$ cat src/rtl/condicionador_botoes_pkg.sv
// Shared definitions for the push-button conditioner: FSM state encoding,
// debug-bus width and the one-hot classifier used to grade an accepted press.
package condicionador_botoes_pkg;

    localparam int ESTADO_W = 3;
    localparam int N_BOTOES = 4;

    typedef enum logic [ESTADO_W-1:0] {
        OCIOSO         = 3'd0,
        FILTRA_PRESSAO = 3'd1,
        PRESSIONADO    = 3'd2,
        FILTRA_SOLTURA = 3'd3
    } estado_t;

    function automatic logic eh_one_hot(input logic [N_BOTOES-1:0] v);
        return ($countones(v) == 1);
    endfunction

endpackage

$ cat src/rtl/condicionador_botoes_sincronizador_2ff.sv
// Two-flop synchronizer for asynchronous level inputs; every bit is
// resampled independently, so it is only suited to quasi-static levels.
module sincronizador_2ff #(
    parameter int LARGURA = 1
) (
    input  logic               clock,
    input  logic               reset,
    input  logic [LARGURA-1:0] dado_i,
    output logic [LARGURA-1:0] dado_o
);

    logic [LARGURA-1:0] meta_q;
    logic [LARGURA-1:0] sinc_q;

    always_ff @(posedge clock or negedge reset) begin
        if (!reset) begin
            meta_q <= '0;
            sinc_q <= '0;
        end else begin
            meta_q <= dado_i;
            sinc_q <= meta_q;
        end
    end

    assign dado_o = sinc_q;

endmodule

$ cat src/rtl/condicionador_botoes.sv
// Push-button conditioner: synchronizes four raw buttons, debounces press and
// release, and grades each accepted press as a valid (one-hot) or invalid move.
module condicionador_botoes
    import condicionador_botoes_pkg::*;
#(
    parameter int DEBOUNCE_CICLOS = 100
) (
    input  logic                clock,
    input  logic                reset,
    input  logic [3:0]          botoes_raw,
    input  logic                habilita,
    output logic [3:0]          botoes_limpos,
    output logic                jogada_valida,
    output logic                jogada_invalida,
    output logic                ativo,
    output logic [ESTADO_W-1:0] db_estado
);

    localparam int               CONT_W   = $clog2(DEBOUNCE_CICLOS);
    localparam logic [CONT_W-1:0] CONT_MAX = CONT_W'(DEBOUNCE_CICLOS - 1);
    localparam logic [CONT_W-1:0] CONT_UM  = CONT_W'(1);

    logic [3:0]        botoes_s;
    estado_t           estado_q, estado_d;
    logic [3:0]        cand_q, cand_d;
    logic [CONT_W-1:0] cont_q, cont_d;
    logic [3:0]        limpos_q, limpos_d;
    logic              valida_q, valida_d;
    logic              invalida_q, invalida_d;

    sincronizador_2ff #(
        .LARGURA (4)
    ) u_sincronizador (
        .clock  (clock),
        .reset  (reset),
        .dado_i (botoes_raw),
        .dado_o (botoes_s)
    );

    always_ff @(posedge clock or negedge reset) begin
        if (!reset) begin
            estado_q   <= OCIOSO;
            cand_q     <= '0;
            cont_q     <= '0;
            limpos_q   <= '0;
            valida_q   <= 1'b0;
            invalida_q <= 1'b0;
        end else begin
            estado_q   <= estado_d;
            cand_q     <= cand_d;
            cont_q     <= cont_d;
            limpos_q   <= limpos_d;
            valida_q   <= valida_d;
            invalida_q <= invalida_d;
        end
    end

    // Pulses default low so they last exactly the one cycle after the accept edge.
    always_comb begin
        estado_d   = estado_q;
        cand_d     = cand_q;
        cont_d     = cont_q;
        limpos_d   = limpos_q;
        valida_d   = 1'b0;
        invalida_d = 1'b0;

        case (estado_q)
            OCIOSO: begin
                if ((botoes_s != 4'b0000) && habilita) begin
                    cand_d   = botoes_s;
                    cont_d   = '0;
                    estado_d = FILTRA_PRESSAO;
                end
            end

            FILTRA_PRESSAO: begin
                if (!habilita || (botoes_s == 4'b0000)) begin
                    estado_d = OCIOSO;
                end else if (botoes_s != cand_q) begin
                    cand_d = botoes_s;
                    cont_d = '0;
                end else if (cont_q == CONT_MAX) begin
                    estado_d = PRESSIONADO;
                    limpos_d = cand_q;
                    if (eh_one_hot(cand_q)) begin
                        valida_d = 1'b1;
                    end else begin
                        invalida_d = 1'b1;
                    end
                end else begin
                    cont_d = cont_q + CONT_UM;
                end
            end

            // A different nonzero combination while held is deliberately ignored.
            PRESSIONADO: begin
                if (botoes_s == 4'b0000) begin
                    cont_d   = '0;
                    estado_d = FILTRA_SOLTURA;
                end
            end

            FILTRA_SOLTURA: begin
                if (botoes_s != 4'b0000) begin
                    estado_d = PRESSIONADO;
                end else if (cont_q == CONT_MAX) begin
                    limpos_d = '0;
                    estado_d = OCIOSO;
                end else begin
                    cont_d = cont_q + CONT_UM;
                end
            end

            default: begin
                estado_d = OCIOSO;
            end
        endcase
    end

    assign botoes_limpos   = limpos_q;
    assign jogada_valida   = valida_q;
    assign jogada_invalida = invalida_q;
    assign ativo           = (estado_q != OCIOSO);
    assign db_estado       = estado_q;

    a_pulsos_exclusivos: assert property (
        @(posedge clock) disable iff (!reset) !(jogada_valida && jogada_invalida));

    a_pulsos_nao_consecutivos: assert property (
        @(posedge clock) disable iff (!reset)
        (jogada_valida || jogada_invalida) |=> !(jogada_valida || jogada_invalida));

    a_contador_limite: assert property (
        @(posedge clock) disable iff (!reset) cont_q <= CONT_MAX);

endmodule
$ cat config.mk
export PLATFORM = sky130hd
export DESIGN_NAME = condicionador_botoes
export DESIGN_NICKNAME = d
export VERILOG_FILES = /design/src/rtl/condicionador_botoes_pkg.sv /design/src/rtl/condicionador_botoes_sincronizador_2ff.sv /design/src/rtl/condicionador_botoes.sv
export SDC_FILE = /design/constraint.sdc
export NUM_CORES = 1
export LEC_CHECK = 0
export BUFFER_PORTS_ARGS = -buffer_cell sky130_fd_sc_hd__buf_2
export CORE_ASPECT_RATIO = 1.25
export CORE_MARGIN = 4
export CORE_UTILIZATION = 30
export DETAILED_ROUTE_END_ITERATION = 16
export PLACE_DENSITY_LB_ADDON = 0.25
export REMOVE_ABC_BUFFERS = 1
export SLEW_MARGIN = 20
export SYNTH_ARGS = -nofsm -noshare
export SYNTH_HDL_FRONTEND = slang
export SYNTH_SLANG_ARGS = --single-unit
$ cat constraint.sdc
create_clock -name clock -period 1.71 [get_ports clock]
set_input_delay 0.342 -clock clock [delete_from_list [all_inputs] [get_ports clock]]
set_output_delay 0.342 -clock clock [all_outputs]
set_load 0.01 [all_outputs]
Yosys cells after proc, flatten, opt, wreduce, memory -nomap -nowiden. Cells that the tools add are included.

Register bits after elaboration: 28. Bits in latches: 0. RAM bits: 0. ROM bits: 0. Bits of input ports: 7. Output and inout port bits: 10. Logic and storage cells: 78. Memories kept: 0.

$add $sub $neg: 4. Multipliers: 0. Div/mod/pow operators: 0. $lt $le $gt $ge: 0. Equal/unequal tests: 17. Shift-type cells: 0. Multiplexer cells: 35. Bitwise gates (word level): 0. Reduce and logical (&&, ||, !) cells: 14.

Operators with widths (count): $mux W7 (6); $mux W4 (8); $pmux W7 S4 (1); $mux W3 (7); $ne A2 B2 Y1 const B (8); $pmux W4 S2 (2); $pmux W3 S4 (1); $mux W1 (10); $reduce_and A5 Y1 (2); $ne A3 B3 Y1 const B (3); $reduce_bool A4 Y1 (2); $add A7 B1 Y7 const B (1); $eq A7 B7 Y1 const B (1); $eq A3 B1 Y1 const B (2); $eq A3 B2 Y1 const B (2); $reduce_and A6 Y1 (1); $add A1 B1 Y2 (2); $logic_not A4 Y1 (1); $ne A4 B4 Y1 (1); $reduce_and A4 Y1 (1); $reduce_bool A2 Y1 (2); $add A2 B2 Y3 (1); $logic_not A3 Y1 (1); $reduce_bool A3 Y1 (1); 3 further kinds (3).

Depth between registers and ports, before layout. Gate-level depths: netlist of run 1.

Depth in word-level cells: 8. Mapped depth: 8. Gate-level depth less buffers: 8.

Hierarchy. Synthesis of run 1 repeated with hierarchy kept, for this count alone.

Cells, all modules: 120. Area, all modules: 1343.8 um^2.

Modules (own cells, without submodules): condicionador_botoes (times used 1, cells each 112, area each 1143.6 um^2, seq. area each 475.5 um^2); sincronizador_2ff (times used 1, cells each 8, area each 200.2 um^2, seq. area each 200.2 um^2).

Least setup slack after synthesis of run 1. No wires, ideal clock.

Path type: register to register. From: reg estado_q[1] (netlist: db_estado[1]). To: reg cont_q[5]. Setup time: 0.064 ns. Data arrival time: 1.682 ns. Required time: 1.646 ns. Path slack: -0.036 ns. Stages on the path, launching flop included: 8. Path through: dfrtp_1 inv_1 ha_1 nor2_1 o22ai_2 or3_1 a21oi_1 a21o_1.

Word-level cells in the longest chain between the ends: 3. Elaborated cells on any way between the ends: 11.

RTL lines: from (decl) (line condicionador_botoes.sv:24) `estado_t estado_q, estado_d;`; from (signal assigned) (line condicionador_botoes.sv:49) `estado_q <= estado_d;`; $eq A3 B2 Y1 (tied with other cells) (line condicionador_botoes.sv:67) `case (estado_q)`; $reduce_bool A4 Y1 (no line) or $ne A2 B2 Y1 (tied branches); $reduce_and A5 Y1 (no line); to (signal assigned) (line condicionador_botoes.sv:51) `cont_q <= cont_d;`; to (decl) (line condicionador_botoes.sv:26) `logic [CONT_W-1:0] cont_q, cont_d;`.

Several ways; a longest one is shown, not always the timed one. A chain may end at the register's enable or synchronous reset.

Worst setup path in the final report of run 1.
From: reg u_sincronizador.sinc_q[3] (netlist: u_sincronizador.dado_o[3]). To: reg limpos_q[3] (netlist: botoes_limpos[3]).

Word-level cells in the longest chain between the ends: 4. Elaborated cells on any way between the ends: 8.

RTL lines: from (decl) (line condicionador_botoes_sincronizador_2ff.sv:13) `logic [LARGURA-1:0] sinc_q;`; from (signal assigned) (line condicionador_botoes_sincronizador_2ff.sv:21) `sinc_q <= meta_q;`; $logic_not A4 Y1 (line condicionador_botoes.sv:77) `if (!habilita || (botoes_s == 4'b0000)) begin`; $logic_or A1 B1 Y1 (line condicionador_botoes.sv:77); $ne A2 B2 Y1 (no line); $reduce_and A6 Y1 (no line) (*); to (signal assigned) (line condicionador_botoes.sv:52) `limpos_q <= limpos_d;`; to (decl) (line condicionador_botoes.sv:27) `logic [3:0] limpos_q, limpos_d;`.

Every way passes the cells marked *; elsewhere a longest branch is shown, timed or not.

==> impl_metrics.toml, run 1 <==
[placed_design]
numPortBuffers = 15
placedCellCount = 206
gp_congestion = 0.8016
dp_hpwl_um = 2093
placed_area_um2 = 1614

[critical_path]
reg2regPathDepth = 6
path_cells = "o41a_1, and2_4, nand3_2, nor2_1, buf_4, a22o_1"
cp_top_family = "compound AO/OA/AOI/OAI gates"
worst_ep_arrival_time_ps = 1920
reg2reg_slack_ps = -40
crit_fanout = 5
endpoint_kind = "register"
critPathKind = "register to register"
start_kind = "register"
slowest_delay_ps = 520
worst-path-buf-inv = 1
crit_cells = 6
slowest_stage = "o41a_1"
cp.required_ps = 1880

[routing]
drc = 0
drt_iter0_drc = 23
wl_per_cell_um = 14.25
vias_per_cell = 4.881
routed_wl_um = 3106
firstDrtPassIters = 4
vias = 1064
drtAntennaViolNets = 0

[logic_synthesis]
ys_seq_elements = 27
synth_area_leaders = "dfrtp_1 50%, ha_1 6.5%, a22o_1 5.2%, xor2_1 2.6%, inv_1 2.2%"
netlist_instances = 118
synth_top_area_cell = "dfrtp_1"
synthArstFlopShare_pct = 100.0
netlist_top_cells_count = "27 x dfrtp_1, 8 x a22o_1, 8 x inv_1"
ys_seq_area_share_pct = 49.91
synth_enable_flop_cells = 0
synthMostInstantiatedCell = "dfrtp_1"
syn_area_per_cell_um2 = 11.47
yosysWarnings = 0
ys.flop_type = "dfrtp_1"
synth_top_area_share_pct = 49.91
ys_types = 41
synth_area_um2 = 1354

[layout]
drive_above_1_share_pct = 53.75
stdcell_area_um2 = 1961
syn_to_final_growth_pct = 44.82
n_antenna_cell = 0
stdcell_count = 218
fin_nets = 176

[job]
maxCapViolations = 0

[global_routing]
grt_max_degree = 28
grt_pass1_wl_um = 5154
grt.total_usage_pct = 11.46
antenna_found_initial = 0
grt-ovfl-total = 0
grt_pass1_vias = 1185

[clocking]
cts-buffers-inserted = 3
cts_tree = "built"
clock-root-buffer = "clkbuf_8"
clk_path_buf_depth = 2
cts.reportedPaths.clkPinSlew_ps = 100
cts_max_level = 1
numClockSinks = 27
cts_hold_buffers = 0
clock_latency_ps = 280

[outcome]
status = "finished with violations"
violations = "negative setup slack"

[sta]
setup_ws_ps = -37.93
fin_setup_tns_ps = -175.7
final_hold_viol_count = 0
clock_skew_ps = 2.094
setup_viol = 7
max_freq_ghz = 0.5721
grt_setup_unrepaired = "true"
period_share_pct = 102.2
relSlewSlack_pct = 59.77
drv_slew = 0
fin_crit_ps = 1748
worstMarginPinSlew_ps = 603.4

[hold_path]
hold_path_class = "input pin to async pin"

[power_and_ir_drop]
max-vdd-ir-drop_mv = 0.5718
p_leak_nw = 0.8744
total_power_mw = 3.085
p_per_area_nw_per_um2 = 1574

[floorplan]
start_util_pct = 30.83
core_area_um2 = 4392
dieArea_um2 = 5658
die_w_um = 68.09
core.rowCount = 27
io_pins = 17
die_y_um = 83.11
## stage by stage
stage | hold slack [ps] | util [%] | setup slack [ps]
after floorplan | 46.41 | - | -36.27
after global placement | 332.4 | 36.75 | -63.25
after detailed placement | 334.7 | 36.75 | -115.4
after CTS | 80.61 | 41.28 | -43.48
after global routing | 98.86 | 44.64 | -94.81
final | 57.93 | 44.64 | -37.93
## state kept, by name, indices dropped and copies added, names as in the netlist
| name | count |
|---|---|
| botoes_limpos | 4 |
| jogada_valida | 1 |
| u_sincronizador.meta_q | 4 |
| db_estado | 2 |
| cont_q | 7 |
| u_sincronizador.dado_o | 4 |
| cand_q | 4 |
| jogada_invalida | 1 |
## repair_timing
| item | in CTS | in global routing |
|---|---|---|
| resized for setup | 28 | 24 |
| setup buffers | 5 | 5 |
| setup endpoints to repair | 20 | 20 |
| pin swaps | 17 | 13 |
## cell families (layout without fill, tap and decap cells)
logic type / count (synthesis) / in the layout / synth area share, %
AND/OR/NAND/NOR: 34 / 34 / 15.53
flip-flops: 27 / 27 / 49.91
XOR/XNOR: 4 / 4 / 2.588
adder cells (fa/ha/maj): 8 / 8 / 7.948
multiplexers: 3 / 3 / 2.403
buffers and inverters: 9 / 51 / 2.773
AO/OA/AOI/OAI: 32 / 32 / 18.58
other: 1 / 1 / 0.2770
## area by class of cell
cell class / instances / area (µm²)
multi-input cells: 82 / 852.1
repair buffers: 39 / 274.0
flip-flops and latches: 27 / 681.9
clock buffers: 3 / 41.29
clock inverters: 1 / 8.758
fillers: 435 / 2431
inverters: 8 / 30.03
well taps: 58 / 72.57
## layer usage
metal / GRT usage [%] / vias up / part of all wire (%)
li1: - / 503 / -
met1: 13.23 / 542 / 40
met2: 20.70 / 15 / 57
met3: 1.894 / 4 / 2.5
met4: 3.436 / 0 / 1.0
met5: 0 / - / 0
## final timing paths
kind	from	endpoint
setup / recovery	u_sincronizador.dado_o[3]	botoes_limpos[3]
hold / removal	reset	cont_q[5]
setup reg to reg	u_sincronizador.dado_o[3]	botoes_limpos[3]
hold reg to reg	u_sincronizador.meta_q[2]	u_sincronizador.dado_o[2]
max in group asynchronous	reset	u_sincronizador.dado_o[3]
min in group clock	botoes_raw[3]	u_sincronizador.meta_q[3]
## where the power goes
part / switching, mW / total, mW / internal (mW)
Combinational: 0.905 / 1.84 / 0.937
Sequential: 0.108 / 0.853 / 0.745
Clock: 0.220 / 0.391 / 0.171
Total: 1.23 / 3.09 / 1.85
## layout by cell type, fill, tap and decap left out, drive strengths merged, types with 2 or more instances in the layout
| master | n |
|---|---|
| buf | 39 |
| nand2 | 7 |
| ha | 7 |
| dfrtp | 27 |
| clkbuf | 3 |
| a22o | 8 |
| a31oi | 2 |
| nor4 | 2 |
| mux2 | 2 |
| o31ai | 3 |
| a21oi | 4 |
| nand3 | 2 |
| o21ai | 6 |
| nor3 | 2 |
| o22a | 3 |
| nor2b | 4 |
| and3 | 2 |
| nor2 | 8 |
| inv | 9 |
| xor2 | 4 |
No activity file was read; power rests on OpenSTA's default activity.
==> inputs of run 2 (changes only) <==
--- a/config.mk
+++ b/config.mk
@@ -16,3 +16,4 @@
 export SYNTH_ARGS = -nofsm -noshare
 export SYNTH_HDL_FRONTEND = slang
 export SYNTH_SLANG_ARGS = --single-unit
+export TNS_END_PERCENT = 30
==> run 2 against run 1 <==
Effect of this change: the run still ends with negative setup slack left; utilization fell by 0.085 points; highest routed layer unchanged; final cell count rose by 0.92%; sequential power fell by 2%; register-to-register slack barely moved; first-iteration DRC count fell by 57%; worst setup slack got worse by 3.9 ps; critical path depth did not move; non-clock buffer count rose by 2; power fell by 2.4%; clock skew barely moved; critical path type unchanged; die area did not move.
==> impl_metrics.toml, run 2 (same netlist as run 1, synthesis figures left out) <==
[sta]
clock_skew_ps = 2.242
setup_ws_ps = -41.80
drv_slew = 0
fin_setup_tns_ps = -219.0
relSlewSlack_pct = 59.40
period_share_pct = 102.4
fin_crit_ps = 1752
max_freq_ghz = 0.5708
grt_setup_unrepaired = "true"
setup_viol = 9
whs_ps = 61.06
worstMarginPinSlew_ps = 609.1
final_hold_viol_count = 0

[routing]
firstDrtPassIters = 4
wl_per_cell_um = 14.16
drt_iter0_drc = 10
routed_wl_um = 3116
vias = 1081
drc = 0
vias_per_cell = 4.914
drtAntennaViolNets = 0

[power_and_ir_drop]
max-vdd-ir-drop_mv = 0.5504
p_leak_nw = 0.8826
p_per_area_nw_per_um2 = 1539

[layout]
final.fill_count = 436
final_core_util_pct = 44.56
final_cell_mix = "23 x dfrtp_1, 22 x buf_4, 15 x buf_2, 8 x a22o_1, 6 x nand2_1"
top_register = "cont_q"
syn_to_final_growth_pct = 44.55
largest_register_ffs = 7
fin_nets = 178
layout_commonest_cell = "dfrtp_1"
n_antenna_cell = 0
drive_above_1_share_pct = 51.85

[global_routing]
grt_pass1_vias = 1173
grt_pass1_wl_um = 5092
grt.total_usage_pct = 11.35
grt_max_degree = 28
grt-ovfl-total = 0
antenna_found_initial = 0

[floorplan]
die_y_um = 83.11
core.rowCount = 27
die_w_um = 68.09
dieArea_um2 = 5658
io_pins = 17
core_area_um2 = 4392
start_util_pct = 30.83

[critical_path]
start_kind = "register"
endpoint_kind = "register"
worst_ep_arrival_time_ps = 1930
cp.required_ps = 1890
critPathKind = "register to register"
crit_fanout = 5

[placed_design]
numPortBuffers = 15
dp_hpwl_um = 2093
gp_congestion = 0.8016

[job]
maxCapViolations = 0

[outcome]
violations = "negative setup slack"
status = "finished with violations"

[clocking]
cts-buffers-inserted = 3
clock_latency_ps = 280
cts_tree = "built"
cts_max_level = 1
clk_path_buf_depth = 2
clock-root-buffer = "clkbuf_8"
cts.reportedPaths.clkPinSlew_ps = 100
numClockSinks = 27

[hold_path]
hold_path_class = "input pin to async pin"
[run 2: cell types whose count changed in the layout (fill, tap and decap cells not counted), sizes merged]
cell  delta
buf      +2
[run 2: power breakdown]
group / leakage [nW] / internal (mW) / switching, mW
logic: 0.515 / 0.887 / 0.893
registers: 0.342 / 0.742 / 0.0976
clock network: 0.0261 / 0.171 / 0.221
total: 0.883 / 1.80 / 1.21
[run 2: critical path: stages (launching register included)]
cell and delay [ps]:
dfrtp_2 480, o41a_1 520, and2_4 200, nand3_2 80, nor2_1 50, buf_4 140, a22o_1 180
[run 2: layer usage]
metal / vias to the layer above / global-route usage [%] / wire (µm)
met4: 0 / 3.797 / 46
met1: 552 / 13.32 / 1241
met5: - / 0 / 0
li1: 506 / - / -
met3: 6 / 1.624 / 73
met2: 17 / 20.26 / 1754
[run 2: worst paths after layout]
kind / startpoint / end / slack, ps / depth (start not counted)
setup / recovery: u_sincronizador.dado_o[3] / botoes_limpos[3] / -40 / 6
hold / removal: reset / cont_q[4] / 60 / 1
setup reg to reg: u_sincronizador.dado_o[3] / botoes_limpos[3] / -40 / 6
min in group clock: botoes_raw[3] / u_sincronizador.meta_q[3] / 160 / 1
hold reg to reg: u_sincronizador.meta_q[2] / u_sincronizador.dado_o[2] / 360 / 0
max in group asynchronous: reset / u_sincronizador.dado_o[3] / 1220 / 1
[run 2: timing repair]
action                                  4_1_cts  5_1_grt
hold buffers                                  0        0
pin swaps                                    20       11
buffers inserted                              5        6
resized for setup                            24       23
endpoints found under the setup margin       20       20
[run 2: final cells by class]
class | count | area (µm²) | area share, %
clock buffers | 3 | 41.29 | 2.110
clock inverters | 1 | 8.758 | 0.4476
inverters | 8 | 30.03 | 1.535
multi-input cells | 82 | 838.3 | 42.84
flip-flops and latches | 27 | 680.7 | 34.78
well taps | 58 | 72.57 | 3.708
repair buffers | 41 | 285.3 | 14.58
[run 2: stage by stage]
| step | setup slack [ps] | cells | area, µm² | power (mW) |
|---|---|---|---|---|
| floorplan | -36.27 | 117 | 1346 | 1.617 |
| global placement | -63.25 | 206 | 1614 | 2.039 |
| detailed placement | -115.4 | 206 | 1614 | 2.063 |
| CTS | -43.48 | 214 | 1798 | 2.787 |
| global route | -100.2 | 220 | 1957 | 3.229 |
| finish | -41.80 | 220 | 1957 | 3.011 |
==> inputs of run 3 (changes only) <==
--- a/config.mk
+++ b/config.mk
@@ -10,6 +10,7 @@
 export CORE_MARGIN = 4
 export CORE_UTILIZATION = 30
 export DETAILED_ROUTE_END_ITERATION = 16
+export HOLD_SLACK_MARGIN = 0.15
 export PLACE_DENSITY_LB_ADDON = 0.25
 export REMOVE_ABC_BUFFERS = 1
 export SLEW_MARGIN = 20
==> run 3 against run 2 <==
Effect of this change: the run still ends with negative setup slack left; global-route usage about the same; maximum frequency unchanged; first-iteration DRC count increased by 40%; worst setup slack unchanged; critical path type unchanged; worst hold slack improved by 100 ps; register-to-register slack about the same; sequential power about the same; non-clock buffer count increased by 1; sequential share of layout area decreased by 0.18 points; clock-buffer cell count unchanged; largest power group unchanged.
==> impl_metrics.toml, run 3 (same netlist as run 1, synthesis figures left out) <==
[outcome]
status = "finished with violations"
violations = "negative setup slack"

[sta]
setup_viol = 9
relSlewSlack_pct = 59.43
clock_skew_ps = 2.381
setup_ws_ps = -41.80
drv_slew = 0
period_share_pct = 102.4
fin_setup_tns_ps = -219.6
final_hold_viol_count = 0
worstMarginPinSlew_ps = 608.5
grt_setup_unrepaired = "true"
fin_crit_ps = 1752
max_freq_ghz = 0.5708

[placed_design]
dp_slack_ps = -115.4
placed_area_um2 = 1614
dp_hpwl_um = 2093
placedCellCount = 206
numPortBuffers = 15
gp_congestion = 0.8016

[routing]
routed_wl_um = 3112
drtAntennaViolNets = 0
vias = 1082
drc = 0
vias_per_cell = 4.896
firstDrtPassIters = 4
drt_iter0_drc = 14
wl_per_cell_um = 14.08

[floorplan]
dieArea_um2 = 5658
die_y_um = 83.11
io_pins = 17
die_w_um = 68.09
core.rowCount = 27
core_area_um2 = 4392
start_util_pct = 30.83

[global_routing]
grt_pass1_wl_um = 5078
grt_max_degree = 28
grt-ovfl-total = 0
grt.total_usage_pct = 11.32
grt_pass1_vias = 1167
antenna_found_initial = 0

[hold_path]
hold_path_class = "input pin to register"
min_path_cells = 1

[layout]
n_antenna_cell = 0
largest_register_ffs = 7
final_cell_mix = "23 x dfrtp_1, 22 x buf_4, 15 x buf_2, 8 x a22o_1, 6 x nand2_1"
drive_above_1_share_pct = 51.53
regArea_um2 = 680.7
multi_input_area_um2 = 838.3
top_register = "cont_q"
final.fill_count = 436
stdcell_count = 221
syn_to_final_growth_pct = 45.29
fin_nets = 179
stdcell_area_um2 = 1967
layout_commonest_cell = "dfrtp_1"

[clocking]
clock-root-buffer = "clkbuf_8"
clock_latency_ps = 280
cts_max_level = 1
cts_tree = "built"
cts-buffers-inserted = 3
cts.reportedPaths.clkPinSlew_ps = 100
numClockSinks = 27
clk_path_buf_depth = 2

[power_and_ir_drop]
p_sw_share_pct = 40.19
power_frac_seq_pct = 27.9
p_leak_nw = 0.8868
p_per_area_nw_per_um2 = 1532
p_switching_mw = 1.211
total_power_mw = 3.012
clkPwrFrac_pct = 13.0
comb_power_share_pct = 59.1
p_int_mw = 1.802
max-vdd-ir-drop_mv = 0.5504

[critical_path]
reg2reg_slack_ps = -40
reg2regPathDepth = 6
start_kind = "register"
worst_ep_arrival_time_ps = 1930
cp.required_ps = 1890
critPathKind = "register to register"
crit_fanout = 5
endpoint_kind = "register"

[job]
maxCapViolations = 0
-- run 3: cell count changes in the layout (fill, tap and decap cells not counted) --
cell / previous run / this run
dlygate4sd3_1: 0 / 1
-- run 3: worst paths after layout --
check,start,to
setup reg to reg,u_sincronizador.dado_o[3],botoes_limpos[3]
hold reg to reg,u_sincronizador.meta_q[2],u_sincronizador.dado_o[2]
min in group asynchronous,reset,cont_q[4]
max in group asynchronous,reset,u_sincronizador.dado_o[3]
hold / removal,botoes_raw[3],u_sincronizador.meta_q[3]
setup / recovery,u_sincronizador.dado_o[3],botoes_limpos[3]
-- run 3: final cells by class --
| cell class | count | share of cell area [%] |
|---|---|---|
| clock inverters | 1 | 0.4453 |
| well taps | 58 | 3.690 |
| flip-flops and latches | 27 | 34.61 |
| inverters | 8 | 1.527 |
| multi-input cells | 82 | 42.62 |
| repair buffers | 42 | 15.01 |
| clock buffers | 3 | 2.099 |
-- run 3: routing by layer --
metal | routed length (µm) | vias up | track usage [%] | part of all wire [%]
met4 | 46 | 0 | 3.797 | 1.5
met2 | 1756 | 17 | 20.26 | 56
met5 | 0 | - | 0 | 0
met1 | 1232 | 551 | 13.23 | 40
met3 | 76 | 6 | 1.624 | 2.4
li1 | - | 508 | - | -
-- run 3: per-stage QoR --
| stage | util, % | hold slack (ps) |
|---|---|---|
| final | 44.79 | 161.6 |
| after global routing | 44.79 | 150.7 |
| after CTS | 41.17 | 152.1 |
| after detailed placement | 36.75 | 334.7 |
| after global placement | 36.75 | 332.4 |
| after floorplan | - | 46.41 |
-- run 3: power groups by stage --
stage          Combinational [mW]  Clock (mW)  Sequential [mW]
6_report                     1.78       0.392            0.840
5_1_grt                      1.94       0.431            0.858
4_1_cts                      1.53       0.412            0.842
3_5_place_dp                 1.21           0            0.857
3_3_place_gp                 1.19           0            0.847
2_1_floorplan               0.772           0            0.846
-- run 3: critical path: stages, from the launching register on --
cell and delay, ps:
dfrtp_2 480, o41a_1 520, and2_4 200, nand3_2 80
nor2_1 50, buf_4 140, a22o_1 180
-- run 3: repair_timing --
item	CTS	global route
buffers inserted	5	6
setup endpoints to repair	20	20
resized for setup	24	23
cloned	0	0
pin swaps	20	11
hold buffers	1	0
endpoints found under the hold margin	27	0
